[config.mk]
export PLATFORM = sky130hd
export DESIGN_NAME = if_stage_flat
export DESIGN_NICKNAME = d
export VERILOG_FILES = /design/src/rtl/if_stage_if.sv /design/src/rtl/if_stage.sv /design/src/flat_wrapper.sv
export SDC_FILE = /design/constraint.sdc
export NUM_CORES = 1
export LEC_CHECK = 0
export CAP_MARGIN = 20
export CORE_MARGIN = 1
export CORE_UTILIZATION = 51
export CTS_CLUSTER_DIAMETER = 100
export DETAILED_ROUTE_END_ITERATION = 12
export GPL_ROUTABILITY_DRIVEN = 1
export GPL_TIMING_DRIVEN = 0
export PLACE_DENSITY = 0.86
export SYNTH_ARGS = -nofsm -noshare
export SYNTH_HDL_FRONTEND = slang
export SYNTH_SLANG_ARGS = --single-unit
[constraint.sdc]
create_clock -name clk -period 5.6 [get_ports clk]
set_clock_uncertainty 0.05 [all_clocks]
set_input_delay 1.68 -clock clk [delete_from_list [all_inputs] [get_ports clk]]
set_output_delay 1.68 -clock clk [all_outputs]
set_load 0.1 [all_outputs]
[src/rtl/if_stage_if.sv]
// Signal bundle between the fetch stage and its environment: hazard controls,
// EX-stage redirect, the instruction-memory read port and the IF/ID register outputs.
interface if_stage_if;
  logic        stall_f;
  logic        stall_d;
  logic        flush_d;
  logic        pc_src_e;
  logic [31:0] pc_target_e;
  logic [31:0] imem_addr;
  logic [31:0] imem_rdata;
  logic [31:0] instr_d;
  logic [31:0] pc_d;
  logic [31:0] pc_plus4_d;
  logic        valid_d;
  logic        fetch_fault_d;

  modport master (
    input  stall_f, stall_d, flush_d, pc_src_e, pc_target_e, imem_rdata,
    output imem_addr, instr_d, pc_d, pc_plus4_d, valid_d, fetch_fault_d
  );

  modport slave (
    output stall_f, stall_d, flush_d, pc_src_e, pc_target_e, imem_rdata,
    input  imem_addr, instr_d, pc_d, pc_plus4_d, valid_d, fetch_fault_d
  );
endinterface

[src/rtl/if_stage.sv]
// RV32I instruction-fetch stage: owns the PC, reads instruction memory
// combinationally and loads the IF/ID register, honouring stall/flush/redirect.
module if_stage #(
  parameter logic [31:0] RESET_PC   = 32'h0000_0000,
  parameter int          IMEM_WORDS = 64,
  parameter logic [31:0] NOP_INSTR  = 32'h0000_0013
) (
  input  logic        clk,
  input  logic        rst_n,
  if_stage_if.master  bus
);

  localparam logic [31:0] IMEM_LIMIT = 32'(IMEM_WORDS);

  logic [31:0] pc_f_q, pc_f_d;
  logic [31:0] instr_d_q, instr_d_d;
  logic [31:0] pc_d_q, pc_d_d;
  logic [31:0] pc_plus4_d_q, pc_plus4_d_d;
  logic        valid_d_q, valid_d_d;
  logic        fetch_fault_d_q, fetch_fault_d_d;

  logic [31:0] pc_plus4_f;
  logic        fault_f;

  assign pc_plus4_f = pc_f_q + 32'd4;
  // Word index compared zero-extended so the bound check spans the full 30-bit index.
  assign fault_f    = (pc_f_q[1:0] != 2'b00) || ({2'b00, pc_f_q[31:2]} >= IMEM_LIMIT);

  always_comb begin
    pc_f_d = pc_plus4_f;
    if (bus.pc_src_e) begin
      pc_f_d = bus.pc_target_e;
    end else if (bus.stall_f) begin
      pc_f_d = pc_f_q;
    end
  end

  always_comb begin
    instr_d_d       = instr_d_q;
    pc_d_d          = pc_d_q;
    pc_plus4_d_d    = pc_plus4_d_q;
    valid_d_d       = valid_d_q;
    fetch_fault_d_d = fetch_fault_d_q;
    if (bus.flush_d) begin
      instr_d_d       = NOP_INSTR;
      pc_d_d          = 32'd0;
      pc_plus4_d_d    = 32'd0;
      valid_d_d       = 1'b0;
      fetch_fault_d_d = 1'b0;
    end else if (!bus.stall_d) begin
      instr_d_d       = fault_f ? NOP_INSTR : bus.imem_rdata;
      pc_d_d          = pc_f_q;
      pc_plus4_d_d    = pc_plus4_f;
      valid_d_d       = 1'b1;
      fetch_fault_d_d = fault_f;
    end
  end

  always_ff @(posedge clk or negedge rst_n) begin
    if (!rst_n) begin
      pc_f_q          <= RESET_PC;
      instr_d_q       <= NOP_INSTR;
      pc_d_q          <= 32'd0;
      pc_plus4_d_q    <= 32'd0;
      valid_d_q       <= 1'b0;
      fetch_fault_d_q <= 1'b0;
    end else begin
      pc_f_q          <= pc_f_d;
      instr_d_q       <= instr_d_d;
      pc_d_q          <= pc_d_d;
      pc_plus4_d_q    <= pc_plus4_d_d;
      valid_d_q       <= valid_d_d;
      fetch_fault_d_q <= fetch_fault_d_d;
    end
  end

  assign bus.imem_addr     = pc_f_q;
  assign bus.instr_d       = instr_d_q;
  assign bus.pc_d          = pc_d_q;
  assign bus.pc_plus4_d    = pc_plus4_d_q;
  assign bus.valid_d       = valid_d_q;
  assign bus.fetch_fault_d = fetch_fault_d_q;

endmodule
[src/flat_wrapper.sv]
// flat-port wrapper written by rule: the top's interface ports become plain ports
module if_stage_flat 
#(
  parameter logic [31:0] RESET_PC   = 32'h0000_0000,
  parameter int          IMEM_WORDS = 64,
  parameter logic [31:0] NOP_INSTR  = 32'h0000_0013
)
  (clk, rst_n, bus_stall_f, bus_stall_d, bus_flush_d, bus_pc_src_e, bus_pc_target_e, bus_imem_rdata, bus_imem_addr, bus_instr_d, bus_pc_d, bus_pc_plus4_d, bus_valid_d, bus_fetch_fault_d);
  if_stage_if bus_i ();
  input  logic clk;
  input  logic rst_n;
  input wire logic [$bits(bus_i.stall_f)-1:0] bus_stall_f;
  input wire logic [$bits(bus_i.stall_d)-1:0] bus_stall_d;
  input wire logic [$bits(bus_i.flush_d)-1:0] bus_flush_d;
  input wire logic [$bits(bus_i.pc_src_e)-1:0] bus_pc_src_e;
  input wire logic [$bits(bus_i.pc_target_e)-1:0] bus_pc_target_e;
  input wire logic [$bits(bus_i.imem_rdata)-1:0] bus_imem_rdata;
  output wire logic [$bits(bus_i.imem_addr)-1:0] bus_imem_addr;
  output wire logic [$bits(bus_i.instr_d)-1:0] bus_instr_d;
  output wire logic [$bits(bus_i.pc_d)-1:0] bus_pc_d;
  output wire logic [$bits(bus_i.pc_plus4_d)-1:0] bus_pc_plus4_d;
  output wire logic [$bits(bus_i.valid_d)-1:0] bus_valid_d;
  output wire logic [$bits(bus_i.fetch_fault_d)-1:0] bus_fetch_fault_d;
  assign bus_i.stall_f = bus_stall_f;
  assign bus_i.stall_d = bus_stall_d;
  assign bus_i.flush_d = bus_flush_d;
  assign bus_i.pc_src_e = bus_pc_src_e;
  assign bus_i.pc_target_e = bus_pc_target_e;
  assign bus_i.imem_rdata = bus_imem_rdata;
  assign bus_imem_addr = bus_i.imem_addr;
  assign bus_instr_d = bus_i.instr_d;
  assign bus_pc_d = bus_i.pc_d;
  assign bus_pc_plus4_d = bus_i.pc_plus4_d;
  assign bus_valid_d = bus_i.valid_d;
  assign bus_fetch_fault_d = bus_i.fetch_fault_d;
  if_stage #(.RESET_PC(RESET_PC), .IMEM_WORDS(IMEM_WORDS), .NOP_INSTR(NOP_INSTR)) u_core (.clk(clk), .rst_n(rst_n), .bus(bus_i));
endmodule
# After elaboration in Yosys (flattened, before gate mapping)
# Index checks and enable logic that the tools add are counted.
# totals
regBits	130
mem_count	0
latchBits	0
out_inout_bits	130
romBits	0
ramBits	0
# op_classes
shift	0
n_div	0
n_bitwise	0
order_cmp	1
n_eq_ne	2
n_reduce_logical	2
muxes	13
add_sub_neg	1
n_mul	0
# op_table
op	n
32-bit two-way mux	9
32-bit by 3-bit adder with 32-bit output, second input constant	1
30-bit by 7-bit greater-or-equal comparator with 1-bit output, second input constant	1
1-bit two-way mux	4
2-bit by 1-bit inequality test with 1-bit output, second input constant	2
2-bit nonzero test	1
1-bit logical OR	1

# Longest topological paths before layout
# Gate-level depths: netlist of run 1.
# logic_depth
word_depth	5
mapped_depth	6
depth_no_buf	5

# Worst setup path before layout of run 1
# No wires, ideal clock.
# synth_path
path_type	input port to flip-flop
from	input bus_stall_d
to	register u_core.pc_d_q[13] (netlist: u_core.bus.pc_d[13])
t_required_ns	5.418
arrival_time_ns	2.921
setup_time_ns	0.132
cell_stages	5
slack_ns	2.497
cell_sequence	clkbuf_1 clkbuf_1 buf_1 mux2i_1 nor2_1
# synth_via
elab_chain_cells	1
# synth_lines
item	line_no	rtl
start, declared	flat_wrapper.sv:13	input wire logic [$bits(bus_i.stall_d)-1:0] bus_stall_d;
2-bit by 1-bit inequality test with 1-bit output (no line)	--	
end signal, assigned	if_stage.sv:70	pc_d_q <= pc_d_d;
end, declared	if_stage.sv:17	logic [31:0] pc_d_q, pc_d_d;
# No other way between the ends.
# A chain may end at the register's enable or synchronous reset.

# Worst setup path after layout of run 1
# layout_path
from	register u_core.pc_f_q[2] (netlist: u_core.bus.imem_addr[2])
to	output bus_imem_addr[2]
# layout_lines
item	line_no	rtl
start, declared	if_stage.sv:15	logic [31:0] pc_f_q, pc_f_d;
start signal, assigned	if_stage.sv:68	pc_f_q <= pc_f_d;
end, declared	flat_wrapper.sv:18	output wire logic [$bits(bus_i.imem_addr)-1:0] bus_imem_addr;
# No word-level cell between the ends.

==> results of run 1 <==
## worst max path at each step
stage / to / from / slack (ns) / cells past startpoint
floorplan: u_core.bus.pc_d[13] / bus_stall_d / 2.50 / 5
global placement: u_core.bus.pc_d[6] / rst_n / -2.07 / 1
detailed placement: u_core.bus.pc_d[7] / bus_stall_d / 1.85 / 5
CTS: bus_imem_addr[2] / u_core.bus.imem_addr[2] / 1.61 / 1
global route: bus_imem_addr[2] / u_core.bus.imem_addr[2] / 1.59 / 1
finish: bus_imem_addr[2] / u_core.bus.imem_addr[2] / 1.62 / 1
## sequential cells by signal, indices dropped and copies added, names as in the netlist
register and cells:
u_core.bus.fetch_fault_d 1, u_core.bus.imem_addr 32, u_core.bus.instr_d 32, u_core.bus.pc_d 30, u_core.bus.pc_plus4_d 32, u_core.bus.valid_d 1
## synthesized netlist by cell type, types with 12 or more instances
| cell type | instances |
|---|---|
| a211oi_1 | 12 |
| a21oi_1 | 38 |
| a31oi_1 | 13 |
| buf_2 | 17 |
| clkbuf_1 | 45 |
| dfrtp_1 | 125 |
| inv_1 | 16 |
| mux2i_1 | 32 |
| nand2_1 | 60 |
| nand3_1 | 14 |
| nor2_1 | 80 |
| nor4_1 | 19 |
| o21ai_0 | 30 |
| or4_1 | 16 |
| or4b_2 | 29 |
| xnor2_1 | 18 |
## power by group through the flow
stage                     combinational (mW)  sequential, mW  clock [mW]
after floorplan                        0.188            1.44           0
after CTS                              0.855            1.03        1.19
after global placement                 0.839            1.05           0
after detailed placement               0.849            1.05           0
final                                  0.859            1.04        1.19
after global routing                   0.889            1.04        1.24
## final cells by class
class                           count  share of cell area (%)
Clock inverter                      9                    1.66
Sequential cell                   128                    34.4
Tap cell                          168                    2.25
Clock buffer                       23                    5.12
Inverter                           16                   0.644
Buffer                             74                    3.38
Multi-Input combinational cell    460                    31.2
Timing Repair Buffer              198                    21.4
## per-layer routing
layer | up-vias | track usage, % | wire length, um
li1 | 2890 | - | -
met1 | 3180 | 44.3 | 8810
met2 | 448 | 56.3 | 10600
met3 | 76 | 6.80 | 2030
met4 | 0 | 17.0 | 797
met5 | - | 0 | 0
## cells in the final DEF, fill, tap and decap left out, types with 7 or more instances in the layout
cell	synthesis	layout
nor3_1	9	9
or4b_2	29	29
o31ai_1	9	9
buf_1	7	7
a21oi_1	38	38
dfrtp_1	125	125
and4_1	9	9
or3_1	8	8
o21ai_0	30	30
xnor2_1	18	18
nand2_1	60	60
a31oi_1	13	13
clkbuf_1	45	48
a211oi_1	12	12
inv_1	16	16
a311oi_1	9	9
nor2_1	80	80
nor4_1	19	19
nand4_1	11	11
clkdlybuf4s50_1	0	195
buf_2	17	18
or4_1	16	16
nand3_1	14	14
clkbuf_16	0	17
mux2i_1	32	32
## logic make-up after synthesis
family | synth area share, %
AO/OA/AOI/OAI | 12.4
XOR/XNOR | 3.24
multiplexers | 5.28
AND/OR/NAND/NOR | 23.5
flip-flops | 49.4
adder cells (fa/ha/maj) | 0.386
buffers and inverters | 5.78
## stage by stage
stage	cells	hold slack, ns
after floorplan	678	0.690
after global placement	1042	0.452
after detailed placement	1043	0.465
after CTS	1075	0.478
after global routing	1076	0.506
final	1076	0.472
==> summary.txt, run 1 <==
Critical path
  • Worst reg-to-reg path cell count: 6
  • CP Launch Type: flop
  • Arrival time worst endpoint: about 2.3 ns
  • WS Path Type: reg2out
  • Data required, critical path: 3.87 ns
  • CP Max Fanout: 9
  • CP Buf/Inv Count: 1
  • FF-to-FF setup slack: roughly 2.5 ns
  • CP Capture Type: output pin
  • CP Cell Sequence: clkdlybuf4s50_1
  • Worst r2r dst: u_core.bus.pc_plus4_d[26]
  • Critical Path Slowest Stage Cell: clkdlybuf4s50_1
  • Crit-path leading delay family: buffers and inverters
  • Max stage delay on crit path: ~1.2 ns
  • FF-to-FF Start: u_core.bus.imem_addr[2]

Clocking
  • CTS Buf Count: 17
  • Hold buffer count at cts: 0
  • Worst skew pair latency: approximately 0.42 ns
  • Clk buf depth: 2
  • CTS tree: built
  • Post_cts resized: 0
  • Clock-pin slew on the worst setup and hold paths: about 0.06 ns
  • Postcts setup bufs: 0
  • CTS HTree Levels: 4
  • Root Buffer Master: clkbuf_16
  • Clock sink total: 128

Synth
  • Number of synthesis warnings: 0
  • Asr flop ratio synth: 100%
  • Synthesized instance count: a little under 700
  • Syn nets: 750
  • Mapped Avg Cell Area: approximately 9.6 um^2
  • Yosys cell types: 47
  • Top post-synthesis cells by area: dfrtp_1 48%, mux2i_1 4.9%, nor2_1 4.6%, or4b_2 4.5%, nand2_1 3.5%
  • Yosys top cell area share: 48.2%
  • EDFF count, synth: 0
  • Area leader, netlist: dfrtp_1
  • FF+latch count, synth: roughly 130
  • Mapped Area: 0.00649 mm^2
  • Ys flop type: dfrtp_1
  • Register area share after synthesis: between 40% and 50%

Timing
  • RSZ-0062 raised after global routing: false
  • Minimum clock period after layout: roughly 4 ns
  • Max frequency: ~250 MHz
  • Tcrit/Tclk final: around 71%
  • Slew HR: 29.1%
  • Hold Vio Cnt, Final: 0
  • # setup viols final: 0
  • Worst Slack Setup Final: approximately 1.6 ns
  • Worst Tran Pin Value: 1.05 ns
  • Setup TNS: 0 ns
  • Pins over their slew limit: 0

Final layout
  • Filler Cells Inserted: 905
  • Multi-input gate area: roughly 0.0029 mm^2
  • Final Net Count: 967
  • Util after Layout: around 76%
  • Layout cells sized above 1: a little over a tenth
  • P&R area growth vs syn: 43.7%
  • Cell area after layout: between 0.009 and 0.01 mm^2
  • N_diodes: 0
  • Register Area: ~0.0032 mm^2

Drt
  • Wirelength per Cell: around 21 um
  • Vias/cell: about 6
  • Routed WL: 22.2 mm
  • DRT Pass-1 Iters: 7
  • Vias: roughly 6,600
  • # DRC: 0
  • Initial DRC count: roughly 660
  • Final antenna-violating net count: 0

Pwr
  • Worst ir drop on vdd: between 200 and 250 uV
  • Sw power: about 1.1 mW
  • Combinational share of power: 27.8%
  • Clock share of power: roughly 39%
  • Flop pwr share: around 34%
  • P per Cell Area: between 300 and 400 mW/mm^2
  • Pint: 1.98 mW
  • Net Sw Frac: between 30% and 40%
  • Pleak: approximately 3.7 nW
  • Total power: a little over 3 mW

Placement
  • DP HPWL: between 15 and 20 mm
  • Pre-CTS WS: around 1.8 ns
  • Post-DP Area: roughly 0.0087 mm^2
  • Placer Congestion: around 0.88
  • I/O Buffers: about 200

Die
  • Core ar.: around 0.012 mm^2
  • Chip width: between 100 and 150 um
  • I/O Pins: 200
  • Initial core utilization: a little over half
  • Core Rows: 40
  • Die height: 115 um
  • Die area: between 0.01 and 0.015 mm^2

Global routing
  • Antenna violations before repair: 0
  • Largest net degree at the start of global routing: 77
  • Vias in the first global route: approximately 6,400
  • First-pass GRT wire length: about 34 mm
  • GRT Overall Usage: 34.5%
  • Total grt overflow: 0

Worst hold path
  • Worst Hold Class: reg2reg
  • WHS Path Cells: 2
  • Hold path endpoint: u_core.bus.pc_d[12]
  • Hold_sp: u_core.bus.pc_d[12]

Outcome
  • Outcome: completed

Job
  • Max Cap Viol: 0
Note: power is estimated with default switching activity, not from simulation.
==> run 2: changes to the inputs <==
- CORE_UTILIZATION: 51 -> 47
- PLACE_DENSITY: 0.86 -> 0.8
- clock period: 5.6 -> 3.97 ns (I/O delays scaled with it)
==> summary.txt, run 2 (synthesis gave the netlist of run 1 again) <==
Timing
  • Tcrit/Tclk final: between 80% and 90%
  • Minimum clock period after layout: 3.54 ns
  • Slew HR: 26.7% (-2.4 points)
  • Hold Vio Cnt, Final: 0 (unchanged)
  • Max frequency: roughly 280 MHz
  • Worst Tran Pin Value: 1.09 ns (+0.0351 ns)
  • RSZ-0062 raised after global routing: false
  • Pins over their slew limit: 0 (unchanged)
  • # setup viols final: 0 (unchanged)

Placement
  • Post-DP Area: 0.00870 mm^2 (+0.12%)
  • I/O Buffers: 196 (unchanged)
  • DP HPWL: 16.0 mm (+2.5%)
  • Placer Congestion: 0.904 (+2.6%)

Drt
  • # DRC: 0 (unchanged)
  • Initial DRC count: 492 (-26%)
  • Wirelength per Cell: 20.3 um (-1.4%)
  • Vias: 6,417 (-2.7%)
  • Vias/cell: 5.93 (-3.3%)
  • Routed WL: 22.0 mm (-0.76%)
  • DRT Pass-1 Iters: 5 (-2)
  • Final antenna-violating net count: 0 (unchanged)

Global routing
  • First-pass GRT wire length: 34.0 mm (-0.26%)
  • GRT Overall Usage: 31.1% (-3.4 points)
  • Vias in the first global route: 6,261 (-2.7%)
  • Largest net degree at the start of global routing: 87 (+13%)
  • Antenna violations before repair: 0 (unchanged)
  • Total grt overflow: 0 (unchanged)

Final layout
  • N_diodes: 0 (unchanged)
  • Final Net Count: 967 (unchanged)
  • Filler Cells Inserted: 1,026 (+13%)
  • P&R area growth vs syn: 43.9%
  • Util after Layout: 70.0% (-6.4 points)
  • Leading cell types in the layout, fill and taps excluded: 195 x clkdlybuf4s50_1, 125 x dfrtp_1, 80 x nor2_1
  • Layout cells sized above 1: 10.9% (+0.23 points)
  • Commonest non-fill, non-tap cell in the layout: clkdlybuf4s50_1
  • Cell area after layout: 0.00934 mm^2 (+0.11%)

Critical path
  • CP Buf/Inv Count: 1 (unchanged)
  • Max stage delay on crit path: 1.24 ns (+0.02 ns)
  • CP Launch Type: flop
  • CP Capture Type: output pin
  • Data required, critical path: 2.73 ns (-1.14 ns)
  • WS Path Type: reg2out
  • Critical Path Slowest Stage Cell: clkdlybuf4s50_1
  • CP Cell Sequence: clkdlybuf4s50_1
  • Crit-path leading delay family: buffers and inverters
  • CP Max Fanout: 9 (unchanged)
  • Arrival time worst endpoint: 2.29 ns (+0.04 ns)

Clocking
  • Clock-pin slew on the worst setup and hold paths: 0.06 ns (about the same)
  • Worst skew pair latency: 0.43 ns (about the same)
  • Post_cts resized: 0 (unchanged)
  • Hold buffer count at cts: 0 (unchanged)
  • CTS tree: built
  • Clock sink total: 128 (unchanged)
  • Postcts setup bufs: 0 (unchanged)
  • Root Buffer Master: clkbuf_16
  • Clk buf depth: 2 (unchanged)
  • CTS Buf Count: 17 (unchanged)
  • CTS HTree Levels: 4 (unchanged)

Pwr
  • Worst ir drop on vdd: 304 uV (+31%)
  • P per Cell Area: 466 mW/mm^2 (+41%)
  • Pleak: 3.73 nW (about the same)

Die
  • I/O Pins: 200 (unchanged)
  • Die area: 0.0143 mm^2 (+8.4%)
  • Initial core utilization: 48.6% (-4.5 points)
  • Core ar.: 0.0133 mm^2 (+9.3%)
  • Chip width: 120 um (+4.1%)
  • Core Rows: 42 (+5.0%)
  • Die height: 120 um (+4.1%)

Worst hold path
  • Worst Hold Class: reg2reg

Outcome
  • Outcome: completed

Job
  • Max Cap Viol: 0 (unchanged)
-- run 2: cell types whose count changed in the layout (fill, tap and decap cells not counted) --
cell	change
inv_6	+3
clkinvlp_4	+1
clkinv_4	-1
clkbuf_8	-1
clkbuf_1	-3
-- run 2: final timing paths --
check / start / end / slack [ns] / cells past startpoint
max: u_core.bus.imem_addr[2] / bus_imem_addr[2] / 0.43 / 1
min: u_core.bus.pc_plus4_d[2] / u_core.bus.pc_plus4_d[2] / 0.47 / 2
max reg2reg: u_core.bus.imem_addr[2] / u_core.bus.pc_plus4_d[26] / 0.87 / 6
min reg2reg: u_core.bus.pc_plus4_d[2] / u_core.bus.pc_plus4_d[2] / 0.47 / 2
max in group asynchronous: rst_n / u_core.bus.instr_d[0] / 2.45 / 2
min in group asynchronous: rst_n / u_core.bus.instr_d[10] / 0.62 / 1
-- run 2: layout make-up --
type	instances	area, um^2	share of cell area [%]
multi-input cells	460	2910	31.1
plain buffers	74	315	3.38
clock buffers	19	453	4.85
clock inverters	12	180	1.93
well taps	176	220	2.36
inverters	16	60.1	0.643
repair buffers	198	2000	21.4
flip-flops and latches	128	3210	34.3
-- run 2: stage by stage --
step | setup slack (ns) | TNS (ns) | hold WS [ns] | power, mW | std cells
detailed placement | 0.738 | 0 | 0.459 | 2.68 | 1051
floorplan | 0.921 | 0 | 0.690 | 2.30 | 678
CTS | 0.447 | 0 | 0.469 | 4.36 | 1082
finish | 0.434 | 0 | 0.468 | 4.35 | 1083
global placement | -3.31 | -417.26 | 0.455 | 2.67 | 1050
global route | 0.405 | 0 | 0.495 | 4.46 | 1083
-- run 2: per-layer routing --
layer,share of wire [%],wire length (um),GRT usage [%]
met1,43,9570,42.4
met2,47,10400,49.7
met3,7.4,1630,6.27
met4,1.8,396,10.3
met5,0,0,0
-- run 2: power breakdown --
part / internal, mW / switching (mW)
Clock: 1.08 / 0.602
Sequential: 1.38 / 0.0767
Combinational: 0.307 / 0.901
==> run 3: changes to the inputs <==
- CORE_UTILIZATION: 47 -> 51
- PLACE_DENSITY: 0.8 -> 0.86
- clock period: 3.97 -> 4.1 ns (I/O delays scaled with it)
==> results of run 3 <==
Same layout as run 1 (identical final DEF). Status: completed.
Main changes from that run: setup slack after placement 1.85 ns -> 0.797 ns; setup slack after layout 1.62 ns -> 0.565 ns; register-to-register setup slack 2.52 ns -> 1.02 ns; total power 3.08 mW -> 4.21 mW; worst IR drop on VDD 232 uV -> 317 uV
